==> config.mk <==
export PLATFORM = sky130hd
export DESIGN_NAME = uart_frame_parse
export DESIGN_NICKNAME = d
export VERILOG_FILES = /design/src/rtl/uart_frame_parse.sv
export SDC_FILE = /design/constraint.sdc
export NUM_CORES = 1
export LEC_CHECK = 0
export ABC_AREA = 0
export ABC_CLOCK_PERIOD_IN_PS = 2950
export CAP_MARGIN = 20
export CELL_PAD_IN_SITES_DETAIL_PLACEMENT = 1
export CELL_PAD_IN_SITES_GLOBAL_PLACEMENT = 1
export CORE_MARGIN = 2
export CORE_UTILIZATION = 45
export DETAILED_ROUTE_END_ITERATION = 7
export GPL_TIMING_DRIVEN = 0
export PLACE_DENSITY = 0.86
export SYNTH_ARGS = -nofsm -noshare
export SYNTH_HDL_FRONTEND = slang
export SYNTH_SLANG_ARGS = --single-unit
==> constraint.sdc <==
create_clock -name clk -period 2.95 [get_ports clk]
set_clock_uncertainty 0.2 [all_clocks]
set_input_delay 0.7375 -clock clk [delete_from_list [all_inputs] [get_ports clk]]
set_output_delay 0.7375 -clock clk [all_outputs]
set_load 0.01 [all_outputs]
==> src/rtl/uart_frame_parse.sv <==
// uart_frame_parse
//
// Receive-side parser for the 14-byte vision-board target frame:
//   FF FF | 10 payload bytes (80-bit packed, MSB first) | 0D 0A
// Validates each frame and unpacks the two target centres and the two
// position differences into held output registers.
//
// Parameters:
//   TIMEOUT_CYCLES - maximum idle cycles allowed between bytes inside a frame
//   CHECK_RSVD     - when 1, any nonzero reserved payload bit rejects the frame
//
// Ports:
//   clk         - clock
//   reset       - asynchronous active-low reset
//   rx_data     - received byte, qualified by rx_valid
//   rx_valid    - one-cycle strobe per received byte
//   x1, x2      - target centre X coordinates (11 bit)
//   y1, y2      - target centre Y coordinates (10 bit)
//   diff1/diff2 - target position differences (12 bit)
//   frame_valid - one-cycle pulse when a good frame is committed
//   frame_err   - one-cycle pulse when a frame is rejected
//   err_code    - last rejection reason: 1 trailer, 2 reserved bit, 3 timeout
//   frame_cnt   - good frame count (wraps)
//   err_cnt     - rejected frame count (wraps)

module uart_frame_parse #(
  parameter logic [23:0] TIMEOUT_CYCLES = 24'd1_000_000,
  parameter bit          CHECK_RSVD     = 1'b1
) (
  input  logic        clk,
  input  logic        reset,
  input  logic [7:0]  rx_data,
  input  logic        rx_valid,
  output logic [10:0] x1,
  output logic [10:0] x2,
  output logic [9:0]  y1,
  output logic [9:0]  y2,
  output logic [11:0] diff1,
  output logic [11:0] diff2,
  output logic        frame_valid,
  output logic        frame_err,
  output logic [1:0]  err_code,
  output logic [15:0] frame_cnt,
  output logic [15:0] err_cnt
);

  localparam logic [2:0] StHunt = 3'd0;
  localparam logic [2:0] StHdr2 = 3'd1;
  localparam logic [2:0] StPay  = 3'd2;
  localparam logic [2:0] StTr1  = 3'd3;
  localparam logic [2:0] StTr2  = 3'd4;

  localparam logic [1:0] ErrTrailer = 2'd1;
  localparam logic [1:0] ErrRsvd    = 2'd2;
  localparam logic [1:0] ErrTimeout = 2'd3;

  logic [2:0]  state_q, state_d;
  logic [3:0]  idx_q, idx_d;
  logic [79:0] shadow_q, shadow_d;
  logic [23:0] idle_q, idle_d;

  logic        accept;
  logic        reject;
  logic [1:0]  rej_code;
  logic        rsvd_set;

  assign rsvd_set = shadow_q[79] | shadow_q[67] | (|shadow_q[55:54]) | (|shadow_q[43:42]) |
                    (|shadow_q[31:28]) | (|shadow_q[15:12]);

  always_comb begin
    state_d  = state_q;
    idx_d    = idx_q;
    shadow_d = shadow_q;
    idle_d   = idle_q;
    accept   = 1'b0;
    reject   = 1'b0;
    rej_code = 2'd0;

    if (rx_valid) begin
      // A byte always wins over a coincident timeout.
      idle_d = '0;
      case (state_q)
        StHunt: begin
          if (rx_data == 8'hFF) state_d = StHdr2;
        end
        StHdr2: begin
          if (rx_data == 8'hFF) begin
            state_d = StPay;
            idx_d   = 4'd0;
          end else begin
            state_d = StHunt;
          end
        end
        StPay: begin
          // Payload byte 0 can never be FF (bit 79 clear), so FF there is an extra header byte.
          if (!(idx_q == 4'd0 && rx_data == 8'hFF)) begin
            // Shifting in MSB first lands byte k at [79-8k : 72-8k] after ten bytes.
            shadow_d = {shadow_q[71:0], rx_data};
            idx_d    = idx_q + 4'd1;
            if (idx_q == 4'd9) state_d = StTr1;
          end
        end
        StTr1: begin
          if (rx_data == 8'h0D) begin
            state_d = StTr2;
          end else begin
            reject   = 1'b1;
            rej_code = ErrTrailer;
            state_d  = StHunt;
          end
        end
        StTr2: begin
          state_d = StHunt;
          if (rx_data != 8'h0A) begin
            reject   = 1'b1;
            rej_code = ErrTrailer;
          end else if (CHECK_RSVD && rsvd_set) begin
            reject   = 1'b1;
            rej_code = ErrRsvd;
          end else begin
            accept = 1'b1;
          end
        end
        default: state_d = StHunt;
      endcase
    end else if (state_q != StHunt) begin
      if (idle_q == TIMEOUT_CYCLES) begin
        reject   = 1'b1;
        rej_code = ErrTimeout;
        state_d  = StHunt;
        idle_d   = '0;
      end else begin
        idle_d = idle_q + 24'd1;
      end
    end else begin
      idle_d = '0;
    end
  end

  always_ff @(posedge clk or negedge reset) begin
    if (!reset) begin
      state_q  <= StHunt;
      idx_q    <= '0;
      shadow_q <= '0;
      idle_q   <= '0;
    end else begin
      state_q  <= state_d;
      idx_q    <= idx_d;
      shadow_q <= shadow_d;
      idle_q   <= idle_d;
    end
  end

  always_ff @(posedge clk or negedge reset) begin
    if (!reset) begin
      x1          <= '0;
      x2          <= '0;
      y1          <= '0;
      y2          <= '0;
      diff1       <= '0;
      diff2       <= '0;
      frame_valid <= 1'b0;
      frame_err   <= 1'b0;
      err_code    <= '0;
      frame_cnt   <= '0;
      err_cnt     <= '0;
    end else begin
      frame_valid <= accept;
      frame_err   <= reject;
      if (accept) begin
        x1        <= shadow_q[78:68];
        x2        <= shadow_q[66:56];
        y1        <= shadow_q[53:44];
        y2        <= shadow_q[41:32];
        diff1     <= shadow_q[27:16];
        diff2     <= shadow_q[11:0];
        frame_cnt <= frame_cnt + 16'd1;
      end
      if (reject) begin
        err_code <= rej_code;
        err_cnt  <= err_cnt + 16'd1;
      end
    end
  end

endmodule
==> summary.json, run 1 <==
{
  "critical_path": {
    "crit_fanout": 10,
    "setup.worst_path.end": "shadow_q[6]",
    "cp_data_required_time_ns": 3.14,
    "criticalPathCategory": "in -> reg",
    "reg2regPathDepth": 6,
    "timing.critical_path.from": "rx_valid",
    "crit_arrival_ns": 2.97,
    "timing.critical_path.to_type": "flip-flop",
    "critPathLaunchType": "primary input",
    "r2r-end": "diff2[0]",
    "reg_to_reg_startpoint": "shadow_q[67]",
    "setup.reg_to_reg.worst_slack_ns": 0.26
  },
  "die": {
    "dieWidth_um": 143,
    "io_pins": 113,
    "fp-row-count": 50,
    "fp.coreArea_sq_um": 18800,
    "starting_utilization_of_the_core_area_pct": 46.3,
    "die_area_sq_um": 20500,
    "die_span_y_um": 143
  },
  "detailed_routing": {
    "routed_wirelength_um": 20500,
    "drt-pass1-iter-count": 4,
    "drt.antenna.violating_nets": 0,
    "via_count": 5411,
    "detail_route.wl_per_cell_um": 19.9,
    "route.detailed.drc": 0,
    "route.detailed.vias_per_inst": 5.24,
    "detailedRoute.firstIterationViolations": 217
  },
  "yosys": {
    "synth.yosys.warnings": 0,
    "syn-cell-area_sq_um": 8720,
    "syn_area_per_cell_sq_um": 14.1,
    "netlist.area_leader.share_pct": 61.1,
    "muxShareOfSynthArea_pct": 19.4,
    "netlist-cell-type-count": 41,
    "synth-seq-cells": 213,
    "yosys.area_share.xor_xnor_pct": 5.33,
    "synth_flop_cell": "sky130_fd_sc_hd__dfrtp_1",
    "synth.yosys.seq_area_share_pct": 61.1,
    "asyncSetResetFlopFracSynth_pct": 100,
    "synth_top_cell_by_area": "sky130_fd_sc_hd__dfrtp_1",
    "synthCells": 620,
    "ys_top_cells_by_area": "sky130_fd_sc_hd__dfrtp_1 61%, sky130_fd_sc_hd__mux2_2 19%, sky130_fd_sc_hd__xor2_1 2.9%",
    "synth_simple_gate_area_share_pct": 9.69,
    "dominant_combinational_cell_family_by_area_after_synthesis": "multiplexers",
    "synth_fa_ha_area_share_pct": 1.00,
    "synth_enable_flop_cells": 0,
    "synth_compound_area_share_pct": 1.25,
    "mapped_nets": 638
  },
  "global_route": {
    "vias_in_the_first_global_route": 6219,
    "grt_pass1_wl_um": 33900,
    "initial_antenna_violation_count": 0,
    "globalRoute.totalOverflow": 0,
    "grt_max_degree": 111,
    "groute.usage.overall_pct": 20.9
  },
  "timing": {
    "rsz0062_at_grt": "false",
    "setup_viol": 0,
    "fin_tns_setup_ns": 0,
    "fin_crit_ns": 2.78,
    "tightest_slew_ns": 0.799,
    "hold_viol": 0,
    "slew_headroom_pct": 46.7,
    "hold_ws_ns": 0.0655,
    "fmaxAchievable_mhz": 359,
    "final.period_utilization_pct": 94.3,
    "final_max_slew_viol_count": 0
  },
  "power_and_ir_drop": {
    "cellLeakagePower_nw": 5.20,
    "total_power_w": 0.00587,
    "vdd.ir_drop.worst_mv": 0.405,
    "pwr_density_cell_nw_per_um2": 535
  },
  "clock_network": {
    "clk_pin_slew_ns": 0.06,
    "cts_buffers": 24,
    "tritoncts_num_sinks": 213,
    "tritoncts": "yes",
    "ctsRootBufferMaster": "sky130_fd_sc_hd__clkbuf_16",
    "htree_levels": 1,
    "clock_insertion_delay_worst_skew_ns": 0.51,
    "cts_buffer_depth": 3
  },
  "finish": {
    "post-route-util_pct": 58.2,
    "layout-area-overhead-vs-synth_pct": 25.8,
    "post_route_cells_drive_above_1_share_pct": 28.4,
    "final.fill_count": 1803,
    "final_net_count": 777,
    "n_antenna_cell": 0
  },
  "placed_design": {
    "hpwl_um": 14200,
    "io_buffer_count": 112,
    "finalWeightedCongestion": 0.821
  },
  "run": {
    "max_cap_viol_count": 0
  },
  "worst_hold_path": {
    "holdCritPathClass": "in -> async"
  },
  "outcome": {
    "outcome": "complete, no violations"
  }
}
-- per-layer routing --
layer / vias to the layer above / routed length (um) / global-route usage [%]
li1: 2456 / - / -
met1: 2821 / 8570 / 26.2
met2: 105 / 10800 / 37.8
met3: 29 / 780 / 3.29
met4: 0 / 354 / 5.00
met5: - / 0 / 0
-- cell families after synthesis --
kind of cell	count (synthesis)
DFF	213
muxes	150
and+or+nand+nor	153
xor gates and xnor gates	53
AOI/OAI and AO/OA	12
buffers and inverters	32
adders and majority gates	7
-- report_power, final --
part / switching, W / total [W] / internal (W)
combinational: 0.0000698 / 0.0000956 / 0.0000258
sequential: 0.00000295 / 0.00293 / 0.00293
clock: 0.00116 / 0.00284 / 0.00168
-- cells in the final DEF (no fill, tap or decap), types with 18 or more instances in the layout --
| cell type | Yosys | routed |
|---|---|---|
| sky130_fd_sc_hd__clkbuf_16 | 0 | 24 |
| sky130_fd_sc_hd__clkdlybuf4s50_1 | 0 | 111 |
| sky130_fd_sc_hd__dfrtp_1 | 213 | 213 |
| sky130_fd_sc_hd__mux2_2 | 150 | 150 |
| sky130_fd_sc_hd__nand2_1 | 22 | 22 |
| sky130_fd_sc_hd__nand3_1 | 21 | 21 |
| sky130_fd_sc_hd__nand4_1 | 18 | 18 |
| sky130_fd_sc_hd__nor2_1 | 41 | 41 |
| sky130_fd_sc_hd__xnor2_1 | 24 | 24 |
| sky130_fd_sc_hd__xor2_1 | 29 | 29 |
-- timing repair --
action | in CTS | in global routing
resized for setup | 1 | 1
setup buffers | 0 | 0
hold buffers | 0 | 0
endpoints found under the setup margin | 56 | 63
-- sequential cells by signal, indices dropped and copies added, names as in the netlist --
signal / flops
diff1: 12
x1: 11
idx_q: 4
diff2: 12
shadow_q: 80
state_q: 3
y1: 10
err_cnt: 16
err_code: 2
x2: 11
frame_valid: 1
y2: 10
frame_cnt: 16
idle_q: 24
frame_err: 1
-- per-stage QoR --
stage               worst slack, ns  instances  area, sq um
floorplan                     0.647        620         8720
global placement              -7.59        992        10200
detailed placement           -0.429        993        10200
CTS                           0.101       1032        11000
global route                 0.0233       1032        11000
finish                        0.167       1032        11000
-- Yosys cell counts, types with 2 or more instances --
cell type	instances
sky130_fd_sc_hd__a22o_1	3
sky130_fd_sc_hd__xor2_1	29
sky130_fd_sc_hd__buf_2	4
sky130_fd_sc_hd__nor3_1	4
sky130_fd_sc_hd__nand2_1	22
sky130_fd_sc_hd__dfrtp_1	213
sky130_fd_sc_hd__nor4_1	5
sky130_fd_sc_hd__and3_1	15
sky130_fd_sc_hd__o21ai_0	2
sky130_fd_sc_hd__ha_1	7
sky130_fd_sc_hd__nand4_1	18
sky130_fd_sc_hd__xnor2_1	24
sky130_fd_sc_hd__buf_4	14
sky130_fd_sc_hd__nor4_2	2
sky130_fd_sc_hd__mux2_2	150
sky130_fd_sc_hd__and4bb_1	2
sky130_fd_sc_hd__buf_6	2
sky130_fd_sc_hd__and2_1	7
sky130_fd_sc_hd__nand3_1	21
sky130_fd_sc_hd__nor2b_1	3
sky130_fd_sc_hd__and4_1	4
sky130_fd_sc_hd__inv_1	9
sky130_fd_sc_hd__nor2_1	41
sky130_fd_sc_hd__clkbuf_1	2
-- layout make-up --
type	count	area [sq um]	area share (%)
sequential	213	5330	48.6
multi-input combinational	375	3210	29.2
timing repair buffer	113	1150	10.5
clock buffer	35	722	6.58
tap	260	325	2.97
buffer	23	159	1.45
clock inverter	4	33.8	0.308
inverter	9	33.8	0.308
-- critical path, stage by stage --
cell                              delay, ns
sky130_fd_sc_hd__clkdlybuf4s50_1       0.57
sky130_fd_sc_hd__and2b_1               0.21
sky130_fd_sc_hd__nor2b_1               0.19
sky130_fd_sc_hd__nand2_1               0.08
sky130_fd_sc_hd__a31oi_1               0.30
sky130_fd_sc_hd__buf_4                 0.27
sky130_fd_sc_hd__buf_4                 0.24
sky130_fd_sc_hd__mux2_2                0.36
-- how the worst min path moves through the flow --
stage	end	start
global placement	err_cnt[15]	err_cnt[15]
detailed placement	err_code[1]	err_code[1]
global route	err_cnt[12]	reset
floorplan	diff1[0]	reset
finish	err_cnt[12]	reset
CTS	shadow_q[1]	reset
No activity file was read; power rests on OpenSTA's default activity.
==> run 2, diff against run 1 <==
ABC_AREA = default   (was 0)
SLEW_MARGIN = 40   (was default)
==> run 2 against run 1 <==
Hold slack better by 0.22 ns. Setup slack better by 0.0028 ns. First-iteration DRC count down 20%. Wire length up 2.6%. Final area up 1.0%. Critical path type is now reg -> reg. Largest cell class unchanged.
==> summary.json, run 2 (same netlist as run 1, synthesis figures left out) <==
{
  "clock_network": {
    "tritoncts": "yes",
    "tritoncts_num_sinks": 213,
    "post_cts_buffers": 0,
    "htree_levels": 1,
    "clk_pin_slew_ns": 0.06,
    "clock_insertion_delay_worst_skew_ns": 0.51,
    "ctsRootBufferMaster": "sky130_fd_sc_hd__clkbuf_16",
    "cts_buffers": 23,
    "cts_buffer_depth": 3
  },
  "finish": {
    "multi_input_comb_area_sq_um": 3210,
    "final.fill_count": 1838,
    "layout_common_cells": "213 x sky130_fd_sc_hd__dfrtp_1, 150 x sky130_fd_sc_hd__mux2_2, 111 x sky130_fd_sc_hd__clkdlybuf4s50_1",
    "layout_top_registers": "shadow_q (80), idle_q (24)",
    "largest_register_ff_count": 80,
    "top_register": "shadow_q",
    "final_net_count": 779,
    "n_antenna_cell": 0,
    "ff_latch_area_sq_um": 5330,
    "post-route-util_pct": 58.8,
    "layout-area-overhead-vs-synth_pct": 27.0,
    "layout.cells.most_common": "sky130_fd_sc_hd__dfrtp_1",
    "post_route_cells_drive_above_1_share_pct": 28.8
  },
  "detailed_routing": {
    "via_count": 5414,
    "detail_route.wl_per_cell_um": 20.3,
    "drt.antenna.violating_nets": 0,
    "route.detailed.drc": 0,
    "detailedRoute.firstIterationViolations": 173,
    "routed_wirelength_um": 21000,
    "drt-pass1-iter-count": 4,
    "route.detailed.vias_per_inst": 5.22
  },
  "timing": {
    "setup_viol": 0,
    "hold_ws_ns": 0.288,
    "fin_crit_ns": 2.78,
    "rsz0062_at_grt": "false",
    "fmaxAchievable_mhz": 360,
    "final_max_slew_viol_count": 0,
    "slew_headroom_pct": 69.9,
    "final.period_utilization_pct": 94.2,
    "hold_viol": 0,
    "tightest_slew_ns": 0.452
  },
  "power_and_ir_drop": {
    "cellLeakagePower_nw": 5.26,
    "p_int_w": 0.00481,
    "power.share.switching_pct": 20.6,
    "pwr_density_cell_nw_per_um2": 546,
    "p_seq_share_pct": 48.4,
    "vdd.ir_drop.worst_mv": 0.432,
    "combinationalPowerShare_pct": 1.8,
    "clockPowerShare_pct": 49.8,
    "p_sw_w": 0.00124
  },
  "die": {
    "die_area_sq_um": 20500,
    "fp-row-count": 50,
    "io_pins": 113,
    "die_span_y_um": 143,
    "starting_utilization_of_the_core_area_pct": 46.3,
    "dieWidth_um": 143,
    "fp.coreArea_sq_um": 18800
  },
  "global_route": {
    "initial_antenna_violation_count": 0,
    "grt_max_degree": 66,
    "globalRoute.totalOverflow": 0,
    "groute.layer.met2.usage_pct": 39.7,
    "grt_pass1_wl_um": 34500,
    "groute.layer.met3.usage_pct": 3.15,
    "vias_in_the_first_global_route": 6320,
    "grt.met1_usage_pct": 25.8,
    "groute.usage.overall_pct": 21.2,
    "global_route.peak_usage_layer": "met2"
  },
  "placed_design": {
    "finalWeightedCongestion": 0.821,
    "hpwl_um": 14500,
    "io_buffer_count": 112
  },
  "critical_path": {
    "crit_fanout": 10,
    "cp_common_cell": "sky130_fd_sc_hd__buf_4",
    "path_cells": "nor4_2 > nand4_1 > nor2_1 > buf_4 > buf_4 > mux2_2",
    "critical_path.max_stage_delay_ns": 0.45,
    "criticalPathCategory": "reg -> reg",
    "timing.critical_path.to_type": "flip-flop",
    "crit_arrival_ns": 2.96,
    "cp.buffers_inverters": 2,
    "worst_path_max_delay_cell": "sky130_fd_sc_hd__nor4_2",
    "cp_data_required_time_ns": 3.13,
    "critPathLaunchType": "flip-flop",
    "crit_family": "simple AND/OR/NAND/NOR gates"
  },
  "run": {
    "max_cap_viol_count": 0
  },
  "outcome": {
    "outcome": "complete, no violations"
  },
  "worst_hold_path": {
    "holdCritPathClass": "reg -> reg"
  }
}
## run 2: worst reg2reg max path: cells and delay by family (launching register included)
kind	cells	cell delay [ns]
flops	1	0.41
simple gates	3	1.16
mux	1	0.36
buf+inv	2	0.53
## run 2: power by group through the flow
| stage | Sequential [W] | Clock (W) | Combinational, W |
|---|---|---|---|
| after floorplan | 0.00298 | 0 | 0.00000935 |
| after detailed placement | 0.00298 | 0 | 0.000110 |
| final | 0.00293 | 0.00302 | 0.000107 |
| after global placement | 0.00298 | 0 | 0.0000900 |
| after CTS | 0.00293 | 0.00309 | 0.000112 |
| after global routing | 0.00293 | 0.00322 | 0.000121 |
## run 2: layout make-up
| type | instances | share of cell area [%] |
|---|---|---|
| clock buffers | 32 | 6.04 |
| repair buffers | 116 | 11.0 |
| plain buffers | 23 | 1.43 |
| well taps | 260 | 2.94 |
| clock inverters | 10 | 1.19 |
| multi-input cells | 375 | 29.0 |
| inverters | 9 | 0.305 |
| flip-flops and latches | 213 | 48.1 |
## run 2: layer usage
metal,vias up,wire (um)
met5,-,0
met4,0,382
met3,31,731
met2,117,11200
met1,2819,8700
li1,2447,-
## run 2: through the flow
stage / setup TNS (ns) / worst slack, ns / std cells / cell area, sq um / power [W]
6_report: 0 / 0.170 / 1038 / 11100 / 0.00605
5_1_grt: 0 / 0.0181 / 1038 / 11100 / 0.00626
4_1_cts: 0 / 0.0782 / 1038 / 11100 / 0.00613
3_3_place_gp: -1649.11 / -7.59 / 992 / 10200 / 0.00307
3_5_place_dp: -50.67 / -0.438 / 995 / 10300 / 0.00309
2_1_floorplan: 0 / 0.647 / 620 / 8720 / 0.00299
## run 2: repair_timing
action                     4_1_cts  5_1_grt
setup endpoints to repair       65       53
gates resized for setup          1        1
hold endpoints to repair        47        0
pin swaps                        0        0
hold buffers                     1        0
## run 2: path summary, 6_finish.rpt
path,to,startpoint,depth (start not counted),slack [ns]
worst max-delay path,x2[7],shadow_q[67],6,0.17
worst min-delay path,frame_cnt[15],frame_cnt[15],1,0.29
worst max register to register,x2[7],shadow_q[67],6,0.17
worst min register to register,frame_cnt[15],frame_cnt[15],1,0.29
max in group asynchronous,x1[4],reset,4,1.07
min in group asynchronous,state_q[0],reset,2,0.55
==> run 3, diff against run 2 <==
CORE_MARGIN = default   (was 2)
CORE_UTILIZATION = 40   (was 45)
CTS_CLUSTER_SIZE = 16   (was default)
PLACE_DENSITY = 0.78   (was 0.86)
==> run 3 against run 2 <==
Core utilization decreased by 7.0 points. Register-to-register slack improved by 0.14 ns. Wire length decreased by 6.3%. Sequential share of layout area increased by 0.32 points. Global-route usage decreased by 2.8 points. Via count decreased by 1.5%. Sequential power about the same. Critical path depth increased by 2. Count of clock-buffer cells in the layout increased by 2. Clock power decreased by 11%. Flip-flop and latch count unchanged. Critical endpoint is now shadow_q[7].
==> summary.json, run 3 (same netlist as run 1, synthesis figures left out) <==
{
  "outcome": {
    "outcome": "complete, no violations"
  },
  "run": {
    "max_cap_viol_count": 0
  },
  "finish": {
    "layout_top_registers": "shadow_q (80), idle_q (24)",
    "final-instance-count-excl-fill": 1051,
    "layout.cells.most_common": "sky130_fd_sc_hd__dfrtp_1",
    "post-route-util_pct": 51.8,
    "layout-area-overhead-vs-synth_pct": 26.2,
    "layout.cell_area.non_filler_sq_um": 11000,
    "layout_common_cells": "213 x sky130_fd_sc_hd__dfrtp_1, 150 x sky130_fd_sc_hd__mux2_2, 111 x sky130_fd_sc_hd__clkdlybuf4s50_1",
    "multi_input_comb_area_sq_um": 3210,
    "ff_latch_area_sq_um": 5330,
    "n_antenna_cell": 0,
    "post_route_cells_drive_above_1_share_pct": 28.4,
    "top_register": "shadow_q",
    "final_net_count": 779,
    "largest_register_ff_count": 80,
    "final.fill_count": 2120
  },
  "critical_path": {
    "criticalPathCategory": "in -> reg",
    "crit_arrival_ns": 2.95,
    "cp_data_required_time_ns": 3.13,
    "crit_fanout": 10,
    "critPathLaunchType": "primary input",
    "timing.critical_path.to_type": "flip-flop"
  },
  "clock_network": {
    "ctsRootBufferMaster": "sky130_fd_sc_hd__clkbuf_16",
    "htree_levels": 1,
    "clock_insertion_delay_worst_skew_ns": 0.50,
    "cts_buffers": 23,
    "clk_pin_slew_ns": 0.06,
    "post_cts_buffers": 0,
    "cts_buffer_depth": 3,
    "tritoncts_num_sinks": 213,
    "tritoncts": "yes"
  },
  "timing": {
    "rsz0062_at_grt": "false",
    "tightest_slew_ns": 0.460,
    "fin_tns_setup_ns": 0,
    "setup_viol": 0,
    "hold_viol": 0,
    "final.period_utilization_pct": 93.8,
    "final_critical_path_setup_slack_ns": 0.182,
    "final_max_slew_viol_count": 0,
    "slew_headroom_pct": 69.3,
    "fmaxAchievable_mhz": 361,
    "fin_crit_ns": 2.77
  },
  "placed_design": {
    "preCtsSetupSlack_ns": -0.470,
    "finalWeightedCongestion": 0.790,
    "hpwl_um": 13600,
    "placed_area_sq_um": 10300,
    "io_buffer_count": 112,
    "placedCellCount": 1010
  },
  "die": {
    "die_span_y_um": 150,
    "dieWidth_um": 150,
    "fp.coreArea_sq_um": 21200,
    "fp-row-count": 53,
    "io_pins": 113,
    "starting_utilization_of_the_core_area_pct": 41.1,
    "die_area_sq_um": 22400
  },
  "detailed_routing": {
    "drt-pass1-iter-count": 4,
    "highest_layer": "met4",
    "detail_route.wirelength.met1_um": 8650,
    "wl_met2_um": 10100,
    "detailedRoute.firstIterationViolations": 173,
    "detail_route.wl_per_cell_um": 18.8,
    "via_count": 5335,
    "routed_wirelength_um": 19700,
    "wl_met3_um": 618,
    "route.detailed.drc": 0,
    "drt.antenna.violating_nets": 0,
    "route.detailed.vias_per_inst": 5.08
  },
  "power_and_ir_drop": {
    "vdd.ir_drop.worst_mv": 0.355,
    "pwr_density_cell_nw_per_um2": 521,
    "cellLeakagePower_nw": 5.21
  },
  "global_route": {
    "groute.usage.overall_pct": 18.4,
    "grt_pass1_wl_um": 32600,
    "globalRoute.totalOverflow": 0,
    "grt_max_degree": 71,
    "vias_in_the_first_global_route": 5904,
    "initial_antenna_violation_count": 0
  },
  "worst_hold_path": {
    "holdCritPathClass": "reg -> reg"
  }
}
[run 3: worst max-delay path, cell delays in order]
cell	delay, ns
sky130_fd_sc_hd__clkdlybuf4s50_1	0.55
sky130_fd_sc_hd__and2b_1	0.20
sky130_fd_sc_hd__nor2b_1	0.21
sky130_fd_sc_hd__nand2_1	0.08
sky130_fd_sc_hd__a31oi_1	0.29
sky130_fd_sc_hd__buf_4	0.28
sky130_fd_sc_hd__buf_4	0.24
sky130_fd_sc_hd__mux2_2	0.36
[run 3: per-stage QoR]
step,hold WS [ns],total power (W)
final,0.262,0.00573
after CTS,0.270,0.00580
after floorplan,0.242,0.00299
after global placement,0.261,0.00307
after global routing,0.300,0.00592
after detailed placement,0.260,0.00309
[run 3: repair_timing]
item / in CTS / in global routing
hold endpoints to repair: 19 / 0
hold buffers: 1 / 0
setup endpoints to repair: 0 / 67
resized for setup: 0 / 3
[run 3: layout make-up]
class                      instances  share of cell area, %
clock buffer                      34                   6.06
timing repair buffer             116                   11.1
sequential                       213                   48.4
inverter                           9                  0.307
tap                              275                   3.13
buffer                            23                   1.44
clock inverter                     6                  0.364
multi-input combinational        375                   29.2
[run 3: where the power goes]
part	leakage, nW	total [W]	switching, W	internal [W]
logic	1.90	0.000106	0.0000720	0.0000341
registers	2.97	0.00293	0.00000322	0.00293
clock network	0.347	0.00269	0.00113	0.00156
[run 3: worst paths after layout]
kind / startpoint / to / slack (ns) / cells after the start
worst max-delay path: rx_valid / shadow_q[7] / 0.18 / 8
worst min-delay path: frame_cnt[15] / frame_cnt[15] / 0.26 / 1
worst max register to register: shadow_q[67] / diff2[2] / 0.31 / 6
worst min register to register: frame_cnt[15] / frame_cnt[15] / 0.26 / 1
max in group asynchronous: reset / err_cnt[7] / 1.13 / 4
min in group asynchronous: reset / x1[4] / 0.46 / 2
[run 3: routing by layer]
layer	global-route usage, %	up-vias
met5	0	-
met4	4.34	0
met3	2.35	24
met2	32.2	98
met1	24.1	2774
li1	-	2439
